**src/rtl/pipe_adder_pkg.sv**
```systemverilog
// Shared types and helpers for the pipelined add/subtract unit.
package pipe_adder_pkg;

  // Per-stage control payload travelling alongside the sum and operand words.
  typedef struct packed {
    logic carry;
    logic ovf;
  } stage_flags_t;

  function automatic int unsigned chunk_width(input int unsigned width,
                                              input int unsigned stages);
    return width / stages;
  endfunction

  // Two's-complement overflow: operands agree in sign but the result does not.
  function automatic logic signed_ovf(input logic a_msb, input logic b_msb, input logic s_msb);
    return (a_msb == b_msb) && (s_msb != a_msb);
  endfunction

endpackage

```
**src/rtl/add_chunk.sv**
```systemverilog
// Combinational CHUNK-bit ripple adder built from a chain of full-adder cells.
module add_chunk #(
  parameter int unsigned CHUNK = 8
) (
  input  logic [CHUNK-1:0] a_i,
  input  logic [CHUNK-1:0] b_i,
  input  logic             c_i,
  output logic [CHUNK-1:0] s_o,
  output logic             c_o
);

  logic carry;

  always_comb begin
    carry = c_i;
    s_o   = '0;
    for (int i = 0; i < int'(CHUNK); i++) begin
      s_o[i] = a_i[i] ^ b_i[i] ^ carry;
      carry  = (a_i[i] & b_i[i]) | (carry & (a_i[i] ^ b_i[i]));
    end
    c_o = carry;
  end

endmodule

```
**src/rtl/pipe_adder.sv**
```systemverilog
// Pipelined WIDTH-bit add/subtract with valid/ready flow control; one CHUNK ripple slice per stage.
module pipe_adder
  import pipe_adder_pkg::*;
#(
  parameter int unsigned WIDTH  = 32,
  parameter int unsigned STAGES = 4
) (
  input  logic             clk,
  input  logic             rst,
  input  logic             in_valid,
  output logic             in_ready,
  input  logic [WIDTH-1:0] A,
  input  logic [WIDTH-1:0] B,
  input  logic             Cin,
  input  logic             sub,
  output logic             out_valid,
  input  logic             out_ready,
  output logic [WIDTH-1:0] S,
  output logic             Cout,
  output logic             Ovf
);

  localparam int unsigned CHUNK = chunk_width(WIDTH, STAGES);

  if ((STAGES < 1) || (WIDTH < 2) || (WIDTH % STAGES != 0)) begin : g_param_check
    $error("pipe_adder: WIDTH must be >= 2 and a multiple of STAGES");
  end

  logic [WIDTH-1:0]  a_in [STAGES];
  logic [WIDTH-1:0]  b_in [STAGES];
  logic [WIDTH-1:0]  s_in [STAGES];
  logic              c_in [STAGES];
  logic [CHUNK-1:0]  chunk_sum [STAGES];
  logic              chunk_cout [STAGES];

  logic [WIDTH-1:0]  a_q [STAGES], a_d [STAGES];
  logic [WIDTH-1:0]  b_q [STAGES], b_d [STAGES];
  logic [WIDTH-1:0]  sum_q [STAGES], sum_d [STAGES];
  stage_flags_t      flags_q [STAGES], flags_d [STAGES];
  logic [STAGES-1:0] valid_q, valid_d, src_valid;
  // take[k]: stage k may load this cycle; take[STAGES] is the downstream sink.
  logic [STAGES:0]   take;

  always_comb begin : stage_inputs
    a_in[0]      = A;
    b_in[0]      = B ^ {WIDTH{sub}};
    s_in[0]      = '0;
    c_in[0]      = Cin ^ sub;
    src_valid[0] = in_valid;
    for (int k = 1; k < int'(STAGES); k++) begin
      a_in[k]      = a_q[k-1];
      b_in[k]      = b_q[k-1];
      s_in[k]      = sum_q[k-1];
      c_in[k]      = flags_q[k-1].carry;
      src_valid[k] = valid_q[k-1];
    end
  end

  for (genvar k = 0; k < int'(STAGES); k++) begin : g_stage
    add_chunk #(
      .CHUNK(CHUNK)
    ) u_add_chunk (
      .a_i(a_in[k][k*CHUNK +: CHUNK]),
      .b_i(b_in[k][k*CHUNK +: CHUNK]),
      .c_i(c_in[k]),
      .s_o(chunk_sum[k]),
      .c_o(chunk_cout[k])
    );
  end

  // Backward ready chain: a stage can load if empty or its contents move on this cycle.
  always_comb begin : handshake
    take[STAGES] = out_ready;
    for (int k = int'(STAGES) - 1; k >= 0; k--) begin
      take[k] = !valid_q[k] || take[k+1];
    end
  end

  assign in_ready = take[0] && !rst;

  always_comb begin : next_state
    for (int k = 0; k < int'(STAGES); k++) begin
      valid_d[k] = take[k] ? src_valid[k] : valid_q[k];
      a_d[k]     = a_q[k];
      b_d[k]     = b_q[k];
      sum_d[k]   = sum_q[k];
      flags_d[k] = flags_q[k];
      if (take[k] && src_valid[k]) begin
        a_d[k]                     = a_in[k];
        b_d[k]                     = b_in[k];
        sum_d[k]                   = s_in[k];
        sum_d[k][k*CHUNK +: CHUNK] = chunk_sum[k];
        flags_d[k].carry           = chunk_cout[k];
        flags_d[k].ovf             = (k == int'(STAGES) - 1) &&
                                     signed_ovf(a_in[k][WIDTH-1], b_in[k][WIDTH-1],
                                                chunk_sum[k][CHUNK-1]);
      end
    end
  end

  always_ff @(posedge clk) begin
    if (rst) begin
      valid_q <= '0;
      for (int k = 0; k < int'(STAGES); k++) begin
        a_q[k]     <= '0;
        b_q[k]     <= '0;
        sum_q[k]   <= '0;
        flags_q[k] <= '0;
      end
    end else begin
      valid_q <= valid_d;
      a_q     <= a_d;
      b_q     <= b_d;
      sum_q   <= sum_d;
      flags_q <= flags_d;
    end
  end

  assign out_valid = valid_q[STAGES-1];
  assign S         = sum_q[STAGES-1];
  assign Cout      = flags_q[STAGES-1].carry;
  assign Ovf       = flags_q[STAGES-1].ovf;

endmodule

```
**config.mk**
```make
export PLATFORM = sky130hd
export DESIGN_NAME = pipe_adder
export DESIGN_NICKNAME = d
export VERILOG_FILES = /design/src/rtl/pipe_adder_pkg.sv /design/src/rtl/add_chunk.sv /design/src/rtl/pipe_adder.sv
export SDC_FILE = /design/constraint.sdc
export NUM_CORES = 1
export LEC_CHECK = 0
export ABC_AREA = 1
export CAP_MARGIN = 5
export CORE_UTILIZATION = 59
export CTS_BUF_LIST = sky130_fd_sc_hd__clkbuf_4
export DETAILED_ROUTE_END_ITERATION = 10
export HOLD_SLACK_MARGIN = 0.03
export PLACE_DENSITY = 0.81
export SLEW_MARGIN = 10
export SYNTH_ARGS = -nofsm -noshare
export SYNTH_HDL_FRONTEND = slang
export SYNTH_SLANG_ARGS = --single-unit
```
**constraint.sdc**
```tcl
create_clock -name clk -period 6.7 [get_ports clk]
set_input_delay 0.67 -clock clk [delete_from_list [all_inputs] [get_ports clk]]
set_output_delay 0.67 -clock clk [all_outputs]
set_load 0.01 [all_outputs]
```
==> impl_summary.log, run 1 <==
INFO  metric grt_pass1_vias = 5484
INFO  metric worstReg2RegStart = a_in[24]
INFO  metric mostFrequentLayoutCells = sky130_fd_sc_hd__nor2_1, sky130_fd_sc_hd__dfxtp_1, sky130_fd_sc_hd__o21ai_0
INFO  metric synth-seq-cells = 185
INFO  metric clock_tree.htree_level_count = 4
INFO  metric post-synth-top-area-fraction = between 40% and 50%
INFO  metric critPathMostFrequentCell = sky130_fd_sc_hd__fa_1
INFO  metric path_class = in -> reg
INFO  metric worst_slew_margin_rel = between 20 and 30%
INFO  metric cellLeakagePower = 0.00390 uW
INFO  metric worstMarginPinSlew = about 1.1 ns
INFO  metric antenna_left = 0
INFO  metric synth_cell_types = 21
INFO  metric antenna_violations_before_repair = 1
INFO  metric number_of_search_and_repair_iterations_in_the_first_detailed_routing_pass = 5
INFO  metric syn_area = 7870 um2
INFO  metric critPathSlowestCell = sky130_fd_sc_hd__buf_2
INFO  metric area_growth_syn_to_layout = 15.5%
INFO  metric final-max-slew-violation-count = 0
INFO  metric clkSinkCount = between 150 and 200
INFO  metric cp.required = 7.19 ns
INFO  metric finalWorstSetupSlack = 2.22 ns
INFO  metric timing.critical_path.max_delay_family = adder cells
INFO  metric post_synthesis_net_count = 1111
INFO  metric dp.final_hpwl = 9480 um
INFO  metric cts.root.buffer_cell = sky130_fd_sc_hd__clkbuf_4
INFO  metric post-cts-setup-buffer-count = 0
INFO  metric global_route_wire_length_before_repair = between 20000 and 30000 um
INFO  metric register_to_register_setup_slack = roughly 2.8 ns
INFO  metric num_rows = around 40
INFO  metric layout.cells.most_common = sky130_fd_sc_hd__nor2_1
INFO  metric drv_cap = 0
INFO  metric die-area = approximately 14000 um2
INFO  metric maxClockFrequency = 223 MHz
INFO  metric post_cts_resize_count = 0
INFO  metric clock_latency = 0.58 ns
INFO  metric num-nets-final = between 1000 and 1500
INFO  metric grt.overflow.total = 0
INFO  metric start_util = around three fifths
INFO  metric critPathBufInv = 5
INFO  metric detail_route.iter0.violations = 430
INFO  metric status = completed
INFO  metric port_buffers = approximately 110
INFO  metric endpoint_kind = flop
INFO  metric timing.critical_path.cells = buf_2 -> xnor2_1 -> fa_1 -> inv_1 -> fa_1 -> inv_1 -> fa_1 -> fa_1 -> fa_1 -> fa_1 -> fa_1 -> inv_1 -> fa_1 -> inv_1 -> nand3_1 -> nand2_1 -> nor2_1
INFO  metric die-width = 117 um
INFO  metric globalplace.congestion = 0.771
INFO  metric cts_hold_repair.buffers = 0
INFO  metric min-delay-start = Ovf
INFO  metric finalCriticalPeriod = between 4 and 5 ns
INFO  metric core_region_area = 12800 um2
INFO  metric fin_crit_sh = between 60% and 70%
INFO  metric number_of_warning_messages_in_the_yosys_log = 0
INFO  metric grt_setup_unrepaired = no
INFO  metric via_count = 6216
INFO  metric tritoncts = done
INFO  metric global_route_usage_over_all_layers = 22.3%
INFO  metric pre_cts_ws = between 1.5 and 2 ns
INFO  metric die_height = 117 um
INFO  metric avgSynthCellArea = 7.80 um2
INFO  metric clock_pin_transition_on_the_worst_setup_and_hold_timing_paths = 0.16 ns
INFO  metric cp_data_arrival_time = about 5.0 ns
INFO  metric layout-drive-gt1-share = 4.09%
INFO  metric cts_buffers = 17
INFO  metric largest_net_degree_at_the_start_of_global_routing = roughly 120
INFO  metric maximum_net_fanout_on_the_critical_path = 33
INFO  metric number_of_top_level_design_ports = 106
INFO  metric worst_ir_drop_vdd = 0.107 mV
INFO  metric ys_seq_area_share = 47.1%
INFO  metric worstHoldEndpoint = Ovf
INFO  metric timing_hold_violations_final = 0
INFO  metric post-synth-top-area-cell = sky130_fd_sc_hd__dfxtp_1
INFO  metric max_stage_delay = 0.66 ns
INFO  metric power-per-cell-area = between 200 and 250 nW/um2
INFO  metric cp-start-kind = input port
INFO  metric worst_r2r_endpoint = Ovf
INFO  metric post_drt_wl_per_cell = ~12 um
INFO  metric synth_area_leaders = sky130_fd_sc_hd__dfxtp_1, sky130_fd_sc_hd__nor2_1, sky130_fd_sc_hd__fa_1, sky130_fd_sc_hd__o21ai_0, sky130_fd_sc_hd__a21oi_1
INFO  metric drc_errors = 0
INFO  metric drt-vias-per-instance = ~5
INFO  metric ff2ff_path_depth = 15
INFO  metric holdCritPathClass = reg -> reg
INFO  metric netlist_instances = 1008
INFO  metric detail_route.wirelength = roughly 15000 um
INFO  metric setup_tns = 0 ns
INFO  metric cts_max_path_buffers = 2
INFO  metric min_path_cells = 2
INFO  metric finalClockSkew = 0.0216 ns
INFO  metric timing.final.setup_violations = 0
==> cells in the mapped netlist (all sizes together) <==
| cell type | instances |
|---|---|
| a21oi | 63 |
| buf | 42 |
| clkbuf | 31 |
| clkinv | 1 |
| dfxtp | 185 |
| fa | 32 |
| ha | 1 |
| inv | 63 |
| nand2 | 71 |
| nand3 | 62 |
| nand4 | 1 |
| nor2 | 306 |
| o21ai | 117 |
| xnor2 | 31 |
| xor2 | 2 |
==> per-layer routing <==
metal	vias up	global-route usage [%]	share of wire [%]
met1	2772	33.1	52
met3	14	5.86	5.6
met4	0	5.53	0.97
met2	154	32.2	41
li1	3276	-	-
met5	-	0	0
==> cell families after synthesis <==
logic type	after synthesis	synth area share (%)
AOI/OAI and AO/OA	180	11.5
buffers and inverters	137	7.24
xor gates and xnor gates	33	3.67
and+or+nand+nor	440	22.3
adders and majority gates	33	8.30
DFF	185	47.1
==> worst max path at each step <==
| stage | cells after the start | endpoint | start |
|---|---|---|---|
| 2_1_floorplan | 18 | s_in[71] | sub |
| 3_3_place_gp | 17 | s_in[71] | sub |
| 3_5_place_dp | 17 | s_in[71] | sub |
| 4_1_cts | 17 | s_in[71] | sub |
| 5_1_grt | 17 | s_in[71] | sub |
| 6_report | 17 | s_in[71] | sub |
==> cell type report <==
class                   count  area (um2)
well taps                 172         215
clock inverters            15         118
inverters                  64         243
multi-input cells         686        3610
fillers                  1082        3740
clock buffers              17         128
repair buffers            108        1070
flip-flops and latches    185        3700
diodes                      1        2.50
==> stage by stage <==
stage	area [um2]	power (uW)	std cells	utilization, %	hold WS (ns)
final	9080	2040	1248	70.8	0.488
after global routing	9080	2150	1248	70.8	0.514
after CTS	9080	2050	1247	70.8	0.489
after detailed placement	8830	1520	1215	68.9	0.464
after global placement	8830	1510	1215	68.9	0.443
after floorplan	7870	1420	1008	-	0.435
==> worst reg2reg max path: stages (launching register included) <==
cell                      delay, ns
sky130_fd_sc_hd__dfxtp_1       0.35
sky130_fd_sc_hd__fa_1          0.43
sky130_fd_sc_hd__fa_1          0.39
sky130_fd_sc_hd__fa_1          0.40
sky130_fd_sc_hd__fa_1          0.40
sky130_fd_sc_hd__fa_1          0.37
sky130_fd_sc_hd__inv_1         0.08
sky130_fd_sc_hd__fa_1          0.16
sky130_fd_sc_hd__inv_1         0.05
sky130_fd_sc_hd__fa_1          0.36
sky130_fd_sc_hd__inv_1         0.07
sky130_fd_sc_hd__fa_1          0.44
sky130_fd_sc_hd__nor2_1        0.12
sky130_fd_sc_hd__nor2_1        0.05
sky130_fd_sc_hd__nand3_1       0.07
sky130_fd_sc_hd__a21oi_1       0.06
==> where the power goes <==
group | total, uW | switching (uW) | internal (uW)
Sequential | 1210 | 38.9 | 1170
Clock | 543 | 389 | 154
Combinational | 293 | 152 | 140
Total | 2040 | 580 | 1460
==> state kept, by name, indices dropped and copies added, names as in the netlist <==
register  count
Cout          1
Ovf           1
S            32
a_in         48
b_in         48
c_in          3
s_in         48
valid_q       4
No activity file was read; power rests on OpenSTA's default activity.
==> run 2, diff against run 1 <==
--- a/config.mk
+++ b/config.mk
@@ -7,11 +7,11 @@
 export LEC_CHECK = 0
 export ABC_AREA = 1
 export CAP_MARGIN = 5
-export CORE_UTILIZATION = 59
+export CORE_UTILIZATION = 57
 export CTS_BUF_LIST = sky130_fd_sc_hd__clkbuf_4
 export DETAILED_ROUTE_END_ITERATION = 10
 export HOLD_SLACK_MARGIN = 0.03
-export PLACE_DENSITY = 0.81
+export PLACE_DENSITY = 0.78
 export SLEW_MARGIN = 10
 export SYNTH_ARGS = -nofsm -noshare
 export SYNTH_HDL_FRONTEND = slang
==> constraint.sdc (replaced) <==
create_clock -name clk -period 4.5 [get_ports clk]
set_input_delay 0.45 -clock clk [delete_from_list [all_inputs] [get_ports clk]]
set_output_delay 0.45 -clock clk [all_outputs]
set_load 0.01 [all_outputs]
==> run 2 against run 1 <==
Non-clock buffer count is 6 higher; sequential power is 49% higher; total power is 54% higher; final cell count is 0.72% higher; sequential share of layout area is 0.39 points lower; setup slack worse by 1.6 ns.
==> impl_summary.log, run 2 (synthesis results as in run 1) <==
INFO  metric status = completed
INFO  metric grt_setup_unrepaired = no
INFO  metric mostFrequentLayoutCells = sky130_fd_sc_hd__nor2_1, sky130_fd_sc_hd__dfxtp_1, sky130_fd_sc_hd__o21ai_0
INFO  metric die-area = around 14000 um2
INFO  metric maxClockFrequency = 255 MHz
INFO  metric finalClockSkew = 0.0271 ns
INFO  metric worst_slew_margin_rel = between 20% and 30%
INFO  metric clkSinkCount = 185
INFO  metric worst_ir_drop_vdd = 0.169 mV
INFO  metric finalCriticalPeriod = slightly below 4 ns
INFO  metric port_buffers = between 100 and 150
INFO  metric drv_cap = 0
INFO  metric timing_hold_violations_final = 0
INFO  metric cts.root.buffer_cell = sky130_fd_sc_hd__clkbuf_4
INFO  metric timing.final.setup_violations = 0
INFO  metric post_drt_wl_per_cell = 11.9 um
INFO  metric drc_errors = 0
INFO  metric finalWorstSetupSlack = 0.575 ns
INFO  metric dp.final_hpwl = 10000 um
INFO  metric power-per-cell-area = 344 nW/um2
INFO  metric cts_hold_repair.buffers = 0
INFO  metric grt.overflow.total = 0
INFO  metric clock_latency = 0.56 ns
INFO  metric holdCritPathClass = reg -> reg
INFO  metric number_of_search_and_repair_iterations_in_the_first_detailed_routing_pass = 5
INFO  metric start_util = 58.9%
INFO  metric num_rows = 42
INFO  metric filler_cell_count = about 1200
INFO  metric grt_pass1_vias = between 5000 and 6000
INFO  metric antenna_violations_before_repair = 1
INFO  metric largest_net_degree_at_the_start_of_global_routing = 116
INFO  metric num-nets-final = 1171
INFO  metric global_route_wire_length_before_repair = approximately 26000 um
INFO  metric die_height = 119 um
INFO  metric drt-vias-per-instance = just under 5
INFO  metric layout-drive-gt1-share = 4.44%
INFO  metric detail_route.wirelength = 14900 um
INFO  metric core_region_area = 13300 um2
INFO  metric endpoint_kind = flop
INFO  metric antenna_left = 0
INFO  metric global_route_usage_over_all_layers = 22.3%
INFO  metric detail_route.iter0.violations = between 500 and 600
INFO  metric fin_crit_sh = ~87%
INFO  metric die-width = 119 um
INFO  metric cts_max_path_buffers = 2
INFO  metric cp_data_arrival_time = 4.36 ns
INFO  metric cp-start-kind = flop
INFO  metric cp.required = 4.93 ns
INFO  metric path_class = reg -> reg
INFO  metric globalplace.congestion = 0.763
INFO  metric post_cts_resize_count = 0
INFO  metric clock_pin_transition_on_the_worst_setup_and_hold_timing_paths = 0.14 ns
INFO  metric layout.cells.most_common = sky130_fd_sc_hd__nor2_1
INFO  metric cts_buffers = 17
INFO  metric number_of_top_level_design_ports = 106
INFO  metric worstMarginPinSlew = 1.08 ns
INFO  metric area_growth_syn_to_layout = 16.6%
INFO  metric pre_cts_ws = -0.0127 ns
INFO  metric via_count = between 6000 and 7000
INFO  metric cellLeakagePower = 0.00395 uW
INFO  metric maximum_net_fanout_on_the_critical_path = 3
INFO  metric share_of_the_core_filled_with_cells = 68.7%
INFO  metric post-cts-setup-buffer-count = 0
INFO  metric clock_tree.htree_level_count = 4
INFO  metric final-max-slew-violation-count = 0
INFO  metric tritoncts = done
-- run 2: changes by cell type in the layout (fill, tap and decap cells not counted), sizes merged --
cell and change:
bufinv +3, clkinv -1, inv -4, buf +6, clkbuf +1
-- run 2: through the flow --
step           hold slack (ns)  cells  setup TNS, ns  cell area, um2  power [uW]
3_5_place_dp             0.461   1225        -0.0127            8880        2270
5_1_grt                  0.501   1257              0            9170        3330
6_report                 0.491   1257              0            9170        3150
2_1_floorplan            0.435   1008              0            7870        2110
4_1_cts                  0.473   1256              0            9170        3170
3_3_place_gp             0.446   1225        -0.0101            8880        2260
-- run 2: final timing paths --
path / slack [ns] / cells past startpoint / from / to
setup / recovery: 0.58 / 15 / a_in[24] / Ovf
hold / removal: 0.49 / 2 / a_in[94] / a_in[94]
setup reg to reg: 0.58 / 15 / a_in[24] / Ovf
hold reg to reg: 0.49 / 2 / a_in[94] / a_in[94]
-- run 2: final cells by class --
type                    instances  area (um2)  area share (%)
diodes                          1        2.50          0.0273
clock buffers                  18         135            1.47
clock inverters                13         153            1.66
inverters                      64         243            2.65
multi-input cells             686        3600            39.3
flip-flops and latches        185        3700            40.4
well taps                     176         220            2.40
repair buffers                114        1110            12.1
-- run 2: worst max-delay path, cell delays in order, from the launching register on --
cell and delay (ns):
sky130_fd_sc_hd__dfxtp_1 0.36, sky130_fd_sc_hd__fa_1 0.44, sky130_fd_sc_hd__fa_1 0.39, sky130_fd_sc_hd__fa_1 0.39, sky130_fd_sc_hd__fa_1 0.42, sky130_fd_sc_hd__fa_1 0.38, sky130_fd_sc_hd__inv_1 0.07, sky130_fd_sc_hd__fa_1 0.16
sky130_fd_sc_hd__inv_1 0.05, sky130_fd_sc_hd__fa_1 0.35, sky130_fd_sc_hd__inv_1 0.07, sky130_fd_sc_hd__fa_1 0.44, sky130_fd_sc_hd__nor2_1 0.12, sky130_fd_sc_hd__nor2_1 0.05, sky130_fd_sc_hd__nand3_1 0.07, sky130_fd_sc_hd__a21oi_1 0.06
-- run 2: metal layers --
layer | wire length (um) | vias to the layer above | share of wire [%] | global-route usage (%)
li1 | - | 3289 | - | -
met1 | 7580 | 2741 | 51 | 34.3
met2 | 6360 | 168 | 43 | 31.1
met3 | 804 | 15 | 5.4 | 4.41
met4 | 178 | 0 | 1.2 | 6.95
met5 | 0 | - | 0 | 0
-- run 2: power by group --
part / total, uW / internal (uW) / switching, uW
Sequential: 1800 / 1740 / 58.5
Clock: 917 / 385 / 532
Combinational: 438 / 211 / 227
==> RTL edit (flow settings as in run 2) <==
`STAGES`: 4 -> 16.
--- a/src/rtl/pipe_adder.sv
+++ b/src/rtl/pipe_adder.sv
@@ -3,7 +3,7 @@
   import pipe_adder_pkg::*;
 #(
   parameter int unsigned WIDTH  = 32,
-  parameter int unsigned STAGES = 4
+  parameter int unsigned STAGES = 16
 ) (
   input  logic             clk,
   input  logic             rst,
Function: changed (Yosys sat finds a counterexample within 10 cycles, from zero or initial values and one cycle with rst high).
==> RTL edit against run 2 <==
Count of clock-buffer cells in the layout grew 257; core utilization decreased by 3.4 points; total power grew to 4.2 times the old value; first-iteration DRC count up 120%; final cell count rose to 3.6 times the old value; fmax shrank 1.7%; via count rose to 3.6 times the old value; sequential cell count grew 600; synthesized area rose to 3.6 times the old value; synthesized cell count increased to 3.6 times the old value; routed wire length increased to 3.8 times the old value; setup slack worse by 0.066 ns; final area increased to 3.5 times the old value; critical path type is now register to output pin; largest power group unchanged.
==> RTL edit: results (changes against run 2) <==
stage	metric	value	unit	change
placement	hpwl	33.8	mm	+240%
worst_hold_path	hold_path.class	input pin to register		
timing	clock_skew	0.0546	ns	+0.0275 ns
power_and_ir_drop	finalPower	13.4	mW	+320%
logic_synthesis	synth_cells	3593		+260%
worst_setup_path	startpoint	valid_q[15]		
worst_setup_path	r2r_slack	1.66	ns	+1.08 ns
worst_setup_path	crit-reg2reg-capture	b_in[447]		
worst_hold_path	min_path_cells	5		+3
routing	routed-wl-met2	27.4	mm	+330%
grt	grt_max_degree	163		+41%
timing	maxSlewHeadroom	32.8	%	+4.9 points
worst_setup_path	rr_worst_depth	11		-4
worst_setup_path	endpoint	in_ready		
routing	wl_per_cell	12.6	µm	+5.7%
placement	dp_slack	0.933	ns	+0.945 ns
worst_hold_path	min_from	A[14]		
outcome	outcome	complete, no violations		
grt	grt_pass1_vias	21356		+290%
clocking	clk_latency	0.98	ns	+0.42 ns
final_layout	fillers	4281		+270%
routing	via_per_inst	5.02		+1.5%
clocking	cts_hold_buf	17		+17
routing	dr_wl_met3	2.13	mm	+170%
worst_hold_path	worstHoldEndpoint	a_in[462]		
timing	setup_ws	0.509	ns	-0.0661 ns
power_and_ir_drop	total_leakage_power	13.1	nW	+230%
power_and_ir_drop	pwr-share-clk	41.7	%	+13 points
clocking	cts_made_buffers	190		+173
power_and_ir_drop	p_comb	632	µW	+44%
power_and_ir_drop	swShare	23.0	%	-2.9 points
routing	vias	22431		+260%
clocking	clock_path_buffers	3		+1
placement	dp.cells	4142		+240%
grt	grt_util_met3	4.95	%	+0.55 points
final_layout	drive_above_1_share	9.96	%	+5.5 points
logic_synthesis	synth.distinct_cells	26		+24%
worst_setup_path	worstPathMaxFanout	32		+29
worst_setup_path	crit_family	simple AND/OR/NAND/NOR gates		
power_and_ir_drop	ir_worst_vdd	0.000233	V	+38%
logic_synthesis	yosys-top-cells-area	dfxtp_1 55%, nor2_1 17%, o21ai_0 12%		
timing	hold_ws	0.116	ns	-0.375 ns
clocking	clk_pin_slew	0.07	ns	-0.07 ns
worst_setup_path	slowest_delay	0.50	ns	+0.06 ns
final_layout	final_net_count	3790		+220%
## RTL edit: changes by cell type after synthesis, sizes merged, moves of 3 or more
cell,run 2,this run
a21oi,63,162
dfxtp,185,785
clkinv,1,4
inv,63,138
nand4,1,4
buf,42,48
nor2,306,1321
o21ai,117,704
nand3,62,65
nand2,71,84
clkbuf,31,211
## RTL edit: kinds of logic after synthesis
| logic type | count (synthesis) | synth area share [%] |
|---|---|---|
| fa+ha+maj | 33 | 2.30 |
| xor+xnor | 33 | 1.02 |
| simple gates | 1475 | 20.1 |
| flops | 785 | 55.3 |
| compound gates | 866 | 15.7 |
| buf+inv | 401 | 5.62 |
## RTL edit: layout make-up
class / count / area [µm²] / area share [%]
timing repair buffer: 161 / 1570 / 4.90
antenna: 1 / 2.50 / 0.00781
inverter: 142 / 541 / 1.69
clock inverter: 35 / 225 / 0.703
tap: 664 / 831 / 2.59
sequential: 785 / 15700 / 49.0
clock buffer: 275 / 2060 / 6.44
multi-input combinational: 2407 / 11100 / 34.6
